==> src/rtl/token_matcher_pkg.sv <==
// Shared types and helpers for token_matcher: FSM states, null word, ASCII fold
// constants and the per-character compare mask builder.
package token_matcher_pkg;

    typedef enum logic [1:0] {
        ST_IDLE   = 2'd0,
        ST_SCAN   = 2'd1,
        ST_RESULT = 2'd2
    } state_t;

    localparam int MAX_WORD_BITS = 1024;
    localparam logic [MAX_WORD_BITS-1:0] NULL_WORD = '0;

    localparam logic [7:0] FOLD_LO  = 8'h41;
    localparam logic [7:0] FOLD_HI  = 8'h5A;
    localparam logic [7:0] FOLD_BIT = 8'h20;

    // Character c takes part in the compare when it lies inside the effective
    // length; a length of 0 or beyond the word means a full-word compare.
    function automatic logic char_in_mask(input int unsigned c,
                                          input int unsigned len,
                                          input int unsigned word_len);
        int unsigned eff;
        eff = (len == 0 || len > word_len) ? word_len : len;
        return c < eff;
    endfunction

endpackage

==> src/rtl/token_matcher_scan_counter.sv <==
// Scan address counter for token_matcher: clear, enable, and a terminal flag at
// DEPTH-1 where it saturates instead of wrapping.
module scan_counter
    import token_matcher_pkg::*;
#(
    parameter int ADDR_WIDTH = 4
) (
    input  logic                  clk,
    input  logic                  rst_n,
    input  logic                  clr,
    input  logic                  en,
    output logic [ADDR_WIDTH-1:0] cnt,
    output logic                  terminal
);

    assign terminal = (cnt == {ADDR_WIDTH{1'b1}});

    always_ff @(posedge clk or negedge rst_n) begin
        if (!rst_n) begin
            cnt <= '0;
        end else if (clr) begin
            cnt <= '0;
        end else if (en && !terminal) begin
            cnt <= cnt + 1'b1;
        end
    end

endmodule

==> src/rtl/token_matcher.sv <==
// Vocabulary matcher: sequential pipelined scan of an internal word RAM for the
// first exact/prefix match. Define TOKEN_MATCHER_CASE_FOLD_EN for ASCII case folding.
module token_matcher
    import token_matcher_pkg::*;
#(
    parameter int ADDR_WIDTH  = 4,
    parameter int WORD_LENGTH = 3,
    parameter int DATA_WIDTH  = 8,
    parameter int LEN_WIDTH   = $clog2(WORD_LENGTH + 1)
) (
    input  logic                              clk,
    input  logic                              rst_n,
    input  logic                              wr_en,
    input  logic [ADDR_WIDTH-1:0]             wr_addr,
    input  logic [WORD_LENGTH*DATA_WIDTH-1:0] wr_data,
    input  logic                              q_valid,
    output logic                              q_ready,
    input  logic [WORD_LENGTH*DATA_WIDTH-1:0] q_word,
    input  logic [LEN_WIDTH-1:0]              q_len,
    output logic                              res_valid,
    input  logic                              res_ready,
    output logic                              res_hit,
    output logic [ADDR_WIDTH-1:0]             res_index,
    output logic                              res_overflow,
    output logic                              busy
);

    localparam int WORD_BITS = WORD_LENGTH * DATA_WIDTH;
    localparam int DEPTH     = 2 ** ADDR_WIDTH;

    // Handshakes: a query transfers on q_valid & q_ready, a result on
    // res_valid & res_ready; result outputs hold steady while res_valid waits.
    state_t state, state_n;

    logic [WORD_BITS-1:0]   mem [DEPTH];
    logic [WORD_BITS-1:0]   rd_data;
    logic [WORD_BITS-1:0]   q_word_r;
    logic [WORD_LENGTH-1:0] mask_r, q_mask;
    logic [ADDR_WIDTH-1:0]  cnt, cmp_idx;
    logic                   terminal, issue, issued_last, cmp_valid;
    logic                   hit_r, hit_n, ovf_r, ovf_n;
    logic [ADDR_WIDTH-1:0]  idx_r, idx_n;
    logic [WORD_LENGTH-1:0] char_eq;
    logic                   accept, entry_null, entry_hit, entry_last;

    assign accept = (state == ST_IDLE) && q_valid;
    assign issue  = (state == ST_SCAN) && !issued_last;

    scan_counter #(.ADDR_WIDTH(ADDR_WIDTH)) u_cnt (
        .clk     (clk),
        .rst_n   (rst_n),
        .clr     (state == ST_IDLE),
        .en      (issue),
        .cnt     (cnt),
        .terminal(terminal)
    );

    always_ff @(posedge clk) begin
        if (state == ST_IDLE && wr_en) mem[wr_addr] <= wr_data;
        if (issue) rd_data <= mem[cnt];
    end

    function automatic logic [DATA_WIDTH-1:0] fold_char(input logic [DATA_WIDTH-1:0] ch);
        logic [DATA_WIDTH-1:0] r;
        r = ch;
`ifdef TOKEN_MATCHER_CASE_FOLD_EN
        if (ch[7:0] >= FOLD_LO && ch[7:0] <= FOLD_HI) r[7:0] = ch[7:0] | FOLD_BIT;
`endif
        return r;
    endfunction

    for (genvar c = 0; c < WORD_LENGTH; c++) begin : g_char
        localparam int HI = (WORD_LENGTH - c) * DATA_WIDTH - 1;
        assign q_mask[c]  = char_in_mask(c, 32'(q_len), WORD_LENGTH);
        assign char_eq[c] = !mask_r[c] ||
                            (fold_char(q_word_r[HI -: DATA_WIDTH]) == fold_char(rd_data[HI -: DATA_WIDTH]));
    end

    assign entry_null = (rd_data == NULL_WORD[WORD_BITS-1:0]);
    assign entry_hit  = (&char_eq) && !entry_null;
    assign entry_last = (cmp_idx == {ADDR_WIDTH{1'b1}});

    always_comb begin
        state_n = state;
        hit_n   = hit_r;
        idx_n   = idx_r;
        ovf_n   = ovf_r;
        case (state)
            ST_IDLE: if (accept) state_n = ST_SCAN;
            ST_SCAN: begin
                if (cmp_valid && (entry_hit || entry_null || entry_last)) begin
                    state_n = ST_RESULT;
                    hit_n   = entry_hit;
                    idx_n   = entry_hit ? cmp_idx : '0;
                    ovf_n   = !entry_hit && !entry_null;
                end
            end
            ST_RESULT: begin
                if (res_ready) begin
                    state_n = ST_IDLE;
                    hit_n   = 1'b0;
                    idx_n   = '0;
                    ovf_n   = 1'b0;
                end
            end
            default: state_n = ST_IDLE;
        endcase
    end

    always_ff @(posedge clk or negedge rst_n) begin
        if (!rst_n) begin
            state       <= ST_IDLE;
            hit_r       <= 1'b0;
            idx_r       <= '0;
            ovf_r       <= 1'b0;
            q_word_r    <= '0;
            mask_r      <= '0;
            cmp_idx     <= '0;
            cmp_valid   <= 1'b0;
            issued_last <= 1'b0;
        end else begin
            state     <= state_n;
            hit_r     <= hit_n;
            idx_r     <= idx_n;
            ovf_r     <= ovf_n;
            cmp_valid <= issue;
            if (issue) cmp_idx <= cnt;
            if (accept) begin
                q_word_r <= q_word;
                mask_r   <= q_mask;
            end
            // Once DEPTH-1 has been read the counter is saturated; stop issuing.
            if (state != ST_SCAN)       issued_last <= 1'b0;
            else if (issue && terminal) issued_last <= 1'b1;
        end
    end

    assign q_ready      = (state == ST_IDLE);
    assign busy         = (state != ST_IDLE);
    assign res_valid    = (state == ST_RESULT);
    assign res_hit      = hit_r;
    assign res_index    = idx_r;
    assign res_overflow = ovf_r;

endmodule

==> config.mk <==
export PLATFORM = sky130hd
export DESIGN_NAME = token_matcher
export DESIGN_NICKNAME = d
export VERILOG_FILES = /design/src/rtl/token_matcher_pkg.sv /design/src/rtl/token_matcher_scan_counter.sv /design/src/rtl/token_matcher.sv
export SDC_FILE = /design/constraint.sdc
export NUM_CORES = 1
export LEC_CHECK = 0
export BUFFER_PORTS_ARGS = -buffer_cell sky130_fd_sc_hd__buf_4
export CAP_MARGIN = 10
export CORE_MARGIN = 2
export CORE_UTILIZATION = 51
export CTS_CLUSTER_DIAMETER = 120
export DETAILED_ROUTE_END_ITERATION = 8
export PLACE_DENSITY = 0.71
export SYNTH_ARGS = -nofsm -noshare
export SYNTH_HDL_FRONTEND = slang
export SYNTH_SLANG_ARGS = --single-unit
==> constraint.sdc <==
create_clock -name clk -period 3.52 [get_ports clk]
set_input_delay 0 -clock clk [delete_from_list [all_inputs] [get_ports clk]]
set_output_delay 0 -clock clk [all_outputs]
set_load 0.05 [all_outputs]
==> results of run 1 <==
worst paths after layout:
path | endpoint | slack (ps)
max in group asynchronous | u_cnt.cnt[1] | 3060
max reg2reg | mem[1][12] | 690
min reg2reg | mask_r[1] | 490
max | mem[1][12] | 690
min | q_word_r[23] | 7
min in group clk | q_word_r[23] | 200
power by group:
| group | internal [mW] | switching [mW] |
|---|---|---|
| combinational | 1.85 | 1.47 |
| clock | 2.68 | 1.93 |
| sequential | 6.42 | 0.649 |
Yosys cell counts (2+ instances only):
library cell	n
buf_1	3
nor2_1	17
and2_1	3
dfrtp_1	45
xnor2_1	24
inv_1	5
o21ai_1	3
clkbuf_1	16
mux2_2	4
nand4b_1	2
edfxtp_1	408
nor3_1	4
o21ai_0	5
mux2i_1	6
nand2_1	92
nand2b_1	4
ha_1	3
nand4_1	9
buf_2	16
a21oi_1	2
nor4_1	5
mux4_2	120
nand3_1	2
xor2_1	2
per-layer routing:
layer | up-vias | routed length [um] | GRT usage (%)
met5 | - | 0 | 0
met4 | 0 | 892 | 6.581
met3 | 81 | 2749 | 4.414
met2 | 355 | 18140 | 34.62
met1 | 4420 | 15610 | 30.85
li1 | 3624 | - | -
logic make-up after synthesis:
family                   after synthesis  share of synthesized area [%]
flip-flops                           453                          77.04
adder cells (fa/ha/maj)                3                         0.2162
buffers and inverters                 41                          1.002
AND/OR/NAND/NOR                      143                          3.646
AO/OA/AOI/OAI                         14                         0.5332
multiplexers                         131                          16.25
XOR/XNOR                              26                          1.311
area by class of cell:
cell class | instances | area [um^2]
flip-flops and latches | 453 | 13390
clock buffers | 60 | 1225
fillers | 2294 | 12760
multi-input cells | 317 | 3951
repair buffers | 151 | 1426
inverters | 6 | 22.52
well taps | 448 | 560.5
clock inverters | 20 | 196.4
registers in the layout, summed over array words and instances, names as in the netlist, 2 cells and up:
name / count
res_index: 4
mask_r: 3
u_cnt.cnt: 4
rd_data: 24
q_word_r: 24
state: 2
cmp_idx: 4
mem: 384
worst max-delay path: stages, from the launching register on:
cell           delay, ps
dfrtp_1              400
or2_1                350
inv_2                200
nand4b_1             440
nor3_4               370
dlygate4sd3_1        750
per-stage QoR:
stage	power [mW]	hold slack [ps]	cells	util [%]
after global placement	10.39	31.49	1318	56.00
after global routing	15.62	52.65	1455	61.94
after detailed placement	10.46	37.65	1318	56.00
final	15.00	7.286	1455	61.94
after floorplan	9.406	-295.6	811	-
after CTS	15.12	11.61	1455	61.94
what timing repair did:
| action | 4_1_cts | 5_1_grt |
|---|---|---|
| resized for setup | 0 | 0 |
| hold buffers | 57 | 0 |
| hold endpoints to repair | 480 | 0 |
| buffers inserted | 0 | 0 |
==> metrics.md, run 1 <==
| Metric | Value |
|---|---|
| R2r worst-path depth | 5 |
| CTS tree | done |
| Yosys top cell area share | 70.55% |
| H-Tree Depth | 2 |
| Dpl cell area | between 15000 and 20000 um^2 |
| Cell variety after synth | 35 |
| Final Skew | about 22 ps |
| Layout overhead on the synthesized area | 19.60% |
| RePlAce Congestion | ~0.8 |
| Share of layout cells above drive strength 1 | between 30% and 40% |
| Final hold viol count | 0 |
| Post-route cell area | between 20000 and 25000 um^2 |
| PwrDens | approximately 720 nW/um^2 |
| Worst setup EP type | flop |
| Port-buffer cells | 67 |
| Starting density of the core | roughly half |
| EDFF count, synth | a little over 400 |
| Die height | 188.5 um |
| Minimum clock period | ~2800 ps |
| Most frequent cells in the layout | 408 x edfxtp_1, 120 x mux4_2, 92 x nand2_1 |
| Leakage Power | roughly 6.9 nW |
| Total congestion overflow | 0 |
| CTS buffer count | 46 |
| Die W | ~190 um |
| Drt first-iter violations | about 760 |
| Max Cap Viol | 0 |
| First-pass GRT wire length | about 56 mm |
| Clock edge transition at the registers on the reported setup and hold paths | 60 ps |
| Post-place setup slack | approximately 930 ps |
| Final Max Tran Viols | 0 |
| Final antenna diode count | 0 |
| Clock sinks | approximately 450 |
| Synth area leader | edfxtp_1 |
| Crit. Startpoint | state[1] |
| Most used flip-flop cell after synthesis | edfxtp_1 |
| Mapped Nets | about 870 |
| Setup Viol. Count Final | 0 |
| Vias/cell | 5.828 |
| I/O pin total | 68 |
| Outcome | finished clean |
| Vias in the first global route | approximately 9000 |
| DP HPWL | between 20 and 25 mm |
| Post-DRT Antenna Nets | 0 |
| Die ar. | ~36000 um^2 |
| Post-Syn Area per Cell | around 21 um^2 |
| Seq/Total Area, Yosys | between 70 and 80% |
| Largest net degree at the start of global routing | 46 |
| Post-Route WL | around 37 mm |
| Initial antenna violation count | 0 |
| HP Class | input port to asynchronous set/reset pin |
| Worst skew pair latency | approximately 560 ps |
| Setup tns final | 0 ps |
| Worst r2r src | state[1] |
| Tot GR Track Use | between 20% and 30% |
| Fin worst setup slack | between 600 and 700 ps |
| Bufs on Longest Clock Path | 3 |
| Row cnt | 67 |
| Setup CP Type | flop to flop |
| Synthesized area | 17370 um^2 |
| F_max | 353.3 MHz |
| Crit path launch type | flop |
| Drt wl/cell | ~26 um |
| Final cycle utilization of the critical path | 80.41% |
| VDD IR max | approximately 0.00047 V |
| Fin nets | around 1000 |
| Top cells by area, synth | edfxtp_1 71%, mux4_2 16%, dfrtp_1 6.5%, nand2_1 2.0%, xnor2_1 1.2% |
| Critical Path AT | a little over 3000 ps |
| Root Buffer | clkbuf_16 |
| Via count | around 8500 |
| Core box area | about 34000 um^2 |
| RSZ-0062 raised after global routing | no |
| Worst Path Required | about 3700 ps |
| Mapped Cells | between 800 and 900 |
| FFs w/ async S/R, synth | under 10% |
| Worst Max-Slew Pin Slew | roughly 970 ps |
| DRT Pass-1 Iters | 5 |
| Yosys warnings | 0 |
| Crit Path Max Fanout | 8 |
| Commonest non-fill, non-tap cell in the layout | edfxtp_1 |
| Slew headroom | a little over a third |
| Seq cells post-synth | roughly 450 |
| DRC viols | 0 |
No activity file was read; power rests on OpenSTA's default activity.
==> run 2, diff against run 1 <==
--- a/config.mk
+++ b/config.mk
@@ -11,7 +11,7 @@
 export CORE_UTILIZATION = 51
 export CTS_CLUSTER_DIAMETER = 120
 export DETAILED_ROUTE_END_ITERATION = 8
-export PLACE_DENSITY = 0.71
+export PLACE_DENSITY = 0.69
 export SYNTH_ARGS = -nofsm -noshare
 export SYNTH_HDL_FRONTEND = slang
 export SYNTH_SLANG_ARGS = --single-unit
==> constraint.sdc (replaced) <==
create_clock -name clk -period 2.8 [get_ports clk]
set_input_delay 0 -clock clk [delete_from_list [all_inputs] [get_ports clk]]
set_output_delay 0 -clock clk [all_outputs]
set_load 0.05 [all_outputs]
==> metrics.md, run 2 (synthesis gave the netlist of run 1 again) <==
| Metric | Value |
|---|---|
| Outcome | finished with violations |
| Failing checks | hold timing |
| Post-Route WL | 36.23 mm (-3.1%) |
| Worst setup EP type | flop |
| Post-CTS resize count | 0 (unchanged) |
| F_max | 411.6 MHz (+16%) |
| R2r worst-path depth | 6 (+1) |
| PwrDens | 916.7 nW/um^2 (+27%) |
| Clock edge transition at the registers on the reported setup and hold paths | 60 ps (about the same) |
| Port-buffer cells | 67 (unchanged) |
| VDD IR max | 0.0005008 V (+6.9%) |
| Worst skew pair latency | 550 ps (about the same) |
| Via count | 8405 (-0.88%) |
| Crit Path Max Fanout | 7 (-1) |
| DP HPWL | 21.56 mm (+7.1%) |
| Final Max Tran Viols | 0 (unchanged) |
| First-pass GRT wire length | 55.47 mm (-0.89%) |
| CTS buffer count | 46 (unchanged) |
| Vias/cell | 5.706 (-2.1%) |
| Crit path launch type | flop |
| Final hold viol count | 3 (+3) |
| I/O pin total | 68 (unchanged) |
| H-Tree Depth | 2 (unchanged) |
| Core box area | 33530 um^2 (unchanged) |
| Commonest non-fill, non-tap cell in the layout | edfxtp_1 |
| Setup CP Type | flop to flop |
| Tot GR Track Use | 21.26% (-0.47 points) |
| Worst Max-Slew Pin Slew | 959.2 ps (-10.08 ps) |
| Drt first-iter violations | 821 (+7.7%) |
| Minimum clock period | 2430 ps (-400.7 ps) |
| DRT Pass-1 Iters | 5 (unchanged) |
| Post-DRT Antenna Nets | 0 (unchanged) |
| RSZ-0062 raised after global routing | no |
| Setup Viol. Count Final | 0 (unchanged) |
| Initial antenna violation count | 0 (unchanged) |
| Final cycle utilization of the critical path | 86.77% (+6.4 points) |
| Share of layout cells above drive strength 1 | 32.29% (+2.2 points) |
| Largest register FFs | 384 (unchanged) |
| Total congestion overflow | 0 (unchanged) |
| Die W | 188.5 um (unchanged) |
| Slew headroom | 35.90% (+0.67 points) |
| Drt wl/cell | 24.59 um (-4.3%) |
| Most frequent cells in the layout | 408 x edfxtp_1, 120 x mux4_2, 99 x buf_4 |
| Max Cap Viol | 0 (unchanged) |
| HP Class | input port to asynchronous set/reset pin |
| Leakage Power | 7.045 nW (+2.1%) |
| Largest net degree at the start of global routing | 46 (unchanged) |
| RePlAce Congestion | 0.7793 (-5.3%) |
| Root Buffer | clkbuf_16 |
| Clock sinks | 453 (unchanged) |
| Layout overhead on the synthesized area | 20.74% |
| Largest registers | mem: 384 flops, q_word_r: 24 flops, rd_data: 24 flops |
| Starting density of the core | 51.79% (unchanged) |
| Setup tns final | 0 ps (unchanged) |
| Critical Path AT | 2860 ps (-190 ps) |
| Die ar. | 35540 um^2 (unchanged) |
| Reg2Reg Setup Slack | 370 ps (-320 ps) |
| Bufs on Longest Clock Path | 3 (unchanged) |
| CTS tree | done |
| Worst Path Required | 3230 ps (-510 ps) |
| Final Skew | 21.37 ps (-0.3998 ps) |
| Largest register by flop count | mem |
| Fin nets | 1053 (+1.5%) |
| Min Hold Slack | -6.329 ps (-13.61 ps) |
| Final Core Density | 62.53% (+0.59 points) |
| Final antenna diode count | 0 (unchanged) |
| Vias in the first global route | 8880 (+1.4%) |
| Die height | 188.5 um (unchanged) |
| DRC viols | 0 (unchanged) |
| RR Endpoint | res_hit |
| Row cnt | 67 (unchanged) |
| Worst r2r src | rd_data[16] |
## run 2: worst max-delay path by stage
stage | depth (start not counted) | start | end | slack (ps)
after global routing | 6 | rd_data[16] | res_hit | 210
final | 6 | rd_data[16] | res_hit | 370
after global placement | 6 | rd_data[16] | res_hit | 300
after CTS | 5 | state[1] | mem[1][8] | 90
after detailed placement | 6 | rd_data[16] | res_hit | 310
after floorplan | 4 | state[1] | mem[12][0] | -240
## run 2: what timing repair did
item	CTS	global route
hold buffers	55	0
hold endpoints to repair	465	0
endpoints found under the setup margin	0	3
buffers inserted	0	2
## run 2: power breakdown
group	switching, mW	total (mW)	internal [mW]
logic	1.99	4.45	2.46
registers	0.708	8.78	8.07
clock network	2.45	6.00	3.55
total	5.15	19.2	14.1
## run 2: cell type report
| class | instances | area (um^2) |
|---|---|---|
| Sequential cell | 453 | 13390 |
| Clock buffer | 55 | 1249 |
| Multi-Input combinational cell | 317 | 3951 |
| Timing Repair Buffer | 167 | 1554 |
| Inverter | 6 | 22.52 |
| Clock inverter | 27 | 244.0 |
| Tap cell | 448 | 560.5 |
| Fill cell | 2321 | 12560 |
## run 2: critical path, cell delays in order, from the launching register on
cell and delay, ps:
edfxtp_1 430, nor4_1 540, nand4_1 240, nor2_1 170, a41oi_1 100, a211oi_4 510, mux2_4 330
## run 2: per-stage QoR
stage	hold slack [ps]	setup WS (ps)	instance area [um^2]	cells	power, mW
after global routing	54.79	213.9	20970	1473	20.02
after detailed placement	36.34	309.7	18910	1334	13.36
after floorplan	-295.6	-236.9	17400	811	11.83
final	-6.329	370.4	20970	1473	19.22
after global placement	36.64	298.1	18910	1334	13.28
after CTS	12.71	87.40	20950	1471	19.41
## run 2: metal layers
metal / up-vias / GRT usage, % / part of all wire, %
li1: 3662 / - / -
met1: 4410 / 30.67 / 43
met2: 283 / 33.91 / 48
met3: 50 / 4.209 / 6.9
met4: 0 / 5.439 / 1.9
met5: - / 0 / 0
==> run 3, diff against run 2 <==
--- a/config.mk
+++ b/config.mk
@@ -8,10 +8,10 @@
 export BUFFER_PORTS_ARGS = -buffer_cell sky130_fd_sc_hd__buf_4
 export CAP_MARGIN = 10
 export CORE_MARGIN = 2
-export CORE_UTILIZATION = 51
+export CORE_UTILIZATION = 55
 export CTS_CLUSTER_DIAMETER = 120
 export DETAILED_ROUTE_END_ITERATION = 8
-export PLACE_DENSITY = 0.69
+export PLACE_DENSITY = 0.73
 export SYNTH_ARGS = -nofsm -noshare
 export SYNTH_HDL_FRONTEND = slang
 export SYNTH_SLANG_ARGS = --single-unit
==> metrics.md, run 3 (synthesis gave the netlist of run 1 again) <==
| Metric | Value |
|---|---|
| Outcome | finished clean |
| Final Skew | 20.45 ps (-0.9253 ps) |
| Layout overhead on the synthesized area | 19.84% |
| Max stage delay cell, worst path | and2_1 |
| CTS buffer count | 45 (-2.2%) |
| Final hold viol count | 0 (-3) |
| Via count | 8464 (+0.70%) |
| PwrDens | 912.5 nW/um^2 (-0.45%) |
| Non-filler cells, final | 1420 (-3.6%) |
| VDD IR max | 0.0005800 V (+16%) |
| Fin nets | 1044 (-0.85%) |
| Grt met3 use | 4.432% (+0.22 points) |
| Commonest non-fill, non-tap cell in the layout | edfxtp_1 |
| Root Buffer | clkbuf_16 |
| DP HPWL | 20.63 mm (-4.3%) |
| Die height | 181.7 um (-3.6%) |
| I/O pin total | 68 (unchanged) |
| Leakage Power | 6.973 nW (-1.0%) |
| Worst path max stage delay | 680 ps (+140 ps) |
| Setup Viol. Count Final | 0 (unchanged) |
| Vias in the first global route | 8750 (-1.5%) |
| Critical Path AT | 2890 ps (+30 ps) |
| Minimum clock period | 2418 ps (-11.61 ps) |
| DRT Pass-1 Iters | 7 (+2) |
| Largest registers | mem: 384 flops, q_word_r: 24 flops, rd_data: 24 flops |
| Row cnt | 65 (-3.0%) |
| Max Cap Viol | 0 (unchanged) |
| Initial antenna violation count | 1 (+1) |
| Setup CP Type | flop to flop |
| Cells after DPL | 1283 (-3.8%) |
| Post-Route WL | 36.83 mm (+1.7%) |
| First-pass GRT wire length | 55.41 mm (-0.10%) |
| Bufs on Longest Clock Path | 3 (unchanged) |
| H-Tree Depth | 2 (unchanged) |
| Core box area | 31310 um^2 (-6.6%) |
| Slew headroom | 39.35% (+3.5 points) |
| Clock sinks | 453 (unchanged) |
| Port-buffer cells | 67 (unchanged) |
| RSZ-0062 raised after global routing | no |
| Reg area | 13390 um^2 (unchanged) |
| Post-CTS setup repair buffer count | 0 (unchanged) |
| F_max | 413.6 MHz (+0.48%) |
| Post-CTS resize count | 0 (unchanged) |
| Fill cells | 1946 (-16%) |
| Tot GR Track Use | 23.18% (+1.9 points) |
| Drt wl/cell | 25.93 um (+5.4%) |
| Share of layout cells above drive strength 1 | 30.97% (-1.3 points) |
| Starting density of the core | 55.46% (+3.7 points) |
| Crit path launch type | flop |
| Met2 usage | 37.03% (+3.1 points) |
| HP Class | input port to asynchronous set/reset pin |
| Vias/cell | 5.961 (+4.5%) |
| Die ar. | 33010 um^2 (-7.1%) |
| Worst Max-Slew Pin Slew | 907.5 ps (-51.68 ps) |
| Worst setup EP type | flop |
| Cells along the critical path | or2_1 > inv_2 > and2_1 > nor2_1 > a31oi_1 > dlygate4sd3_1 |
| Worst skew pair latency | 540 ps (about the same) |
| Clock edge transition at the registers on the reported setup and hold paths | 60 ps (about the same) |
| Total congestion overflow | 0 (unchanged) |
| Largest register FFs | 384 (unchanged) |
| Worst Path Required | 3270 ps (+40 ps) |
| CTS tree | done |
| Largest register by flop count | mem |
| Drt first-iter violations | 831 (+1.2%) |
| Most frequent cells in the layout | 408 x edfxtp_1, 120 x mux4_2, 92 x nand2_1 |
| Total chip power | 18.99 mW (-1.2%) |
| Largest net degree at the start of global routing | 46 (unchanged) |
| Final Core Density | 66.46% (+3.9 points) |
| GRT busiest layer | met2 |
| Multi-input gate area | 3951 um^2 (unchanged) |
| Die W | 181.7 um (-3.6%) |
| Final cycle utilization of the critical path | 86.36% (-0.41 points) |
| DRC viols | 0 (unchanged) |
| Final Max Tran Viols | 0 (unchanged) |
| Min Hold Slack | 6.015 ps (+12.34 ps) |
| M1 GR Usage | 33.63% (+3.0 points) |
| Crit Path Max Fanout | 27 (+20) |
| Post-DRT Antenna Nets | 0 (unchanged) |
| RePlAce Congestion | 0.8012 (+2.8%) |
| R2r worst-path depth | 6 (unchanged) |
-- run 3: final timing paths --
kind	start	endpoint	slack, ps
setup / recovery	state[1]	mask_r[0]	380
hold / removal	rst_n	q_word_r[17]	6
setup reg to reg	state[1]	mask_r[0]	380
hold reg to reg	mask_r[2]	mask_r[2]	490
max in group asynchronous	rst_n	u_cnt.cnt[1]	2340
min in group clk	wr_addr[2]	mem[1][20]	50
-- run 3: what timing repair did --
item | 4_1_cts | 5_1_grt
endpoints found under the hold margin | 462 | 0
hold buffers | 54 | 0
endpoints found under the setup margin | 0 | 0
-- run 3: per-layer routing --
layer | up-vias | wire (um)
met5 | - | 0
met2 | 373 | 17930
li1 | 3636 | -
met3 | 48 | 3118
met4 | 0 | 760
met1 | 4407 | 15020
-- run 3: critical path, delay by kind of cell, from the launching register on --
kind            cells  cell delay [ps]
compound gates      1              170
buf+inv             2              740
flops               1              380
simple gates        3             1060
-- run 3: area by class of cell --
cell class,count,area share (%)
Antenna cell,1,0.01202
Clock buffer,57,5.730
Clock inverter,25,1.190
Inverter,6,0.1082
Multi-Input combinational cell,317,18.99
Sequential cell,453,64.33
Tap cell,402,2.417
Timing Repair Buffer,159,7.227
-- run 3: where the power goes --
part           switching (mW)  leakage [nW]  total [mW]  internal, mW
Clock                    2.41         0.703        5.88          3.47
Combinational            1.96          2.01        4.33          2.38
Sequential              0.709          4.26        8.78          8.07
Total                    5.07          6.97        19.0          13.9
-- run 3: through the flow --
stage,setup slack [ps],area [um^2],TNS (ps)
6_report,382.0,20810,0
5_1_grt,126.1,20810,0
4_1_cts,396.3,20810,0
3_5_place_dp,478.9,18830,0
3_3_place_gp,505.0,18830,0
2_1_floorplan,-236.9,17400,-71280
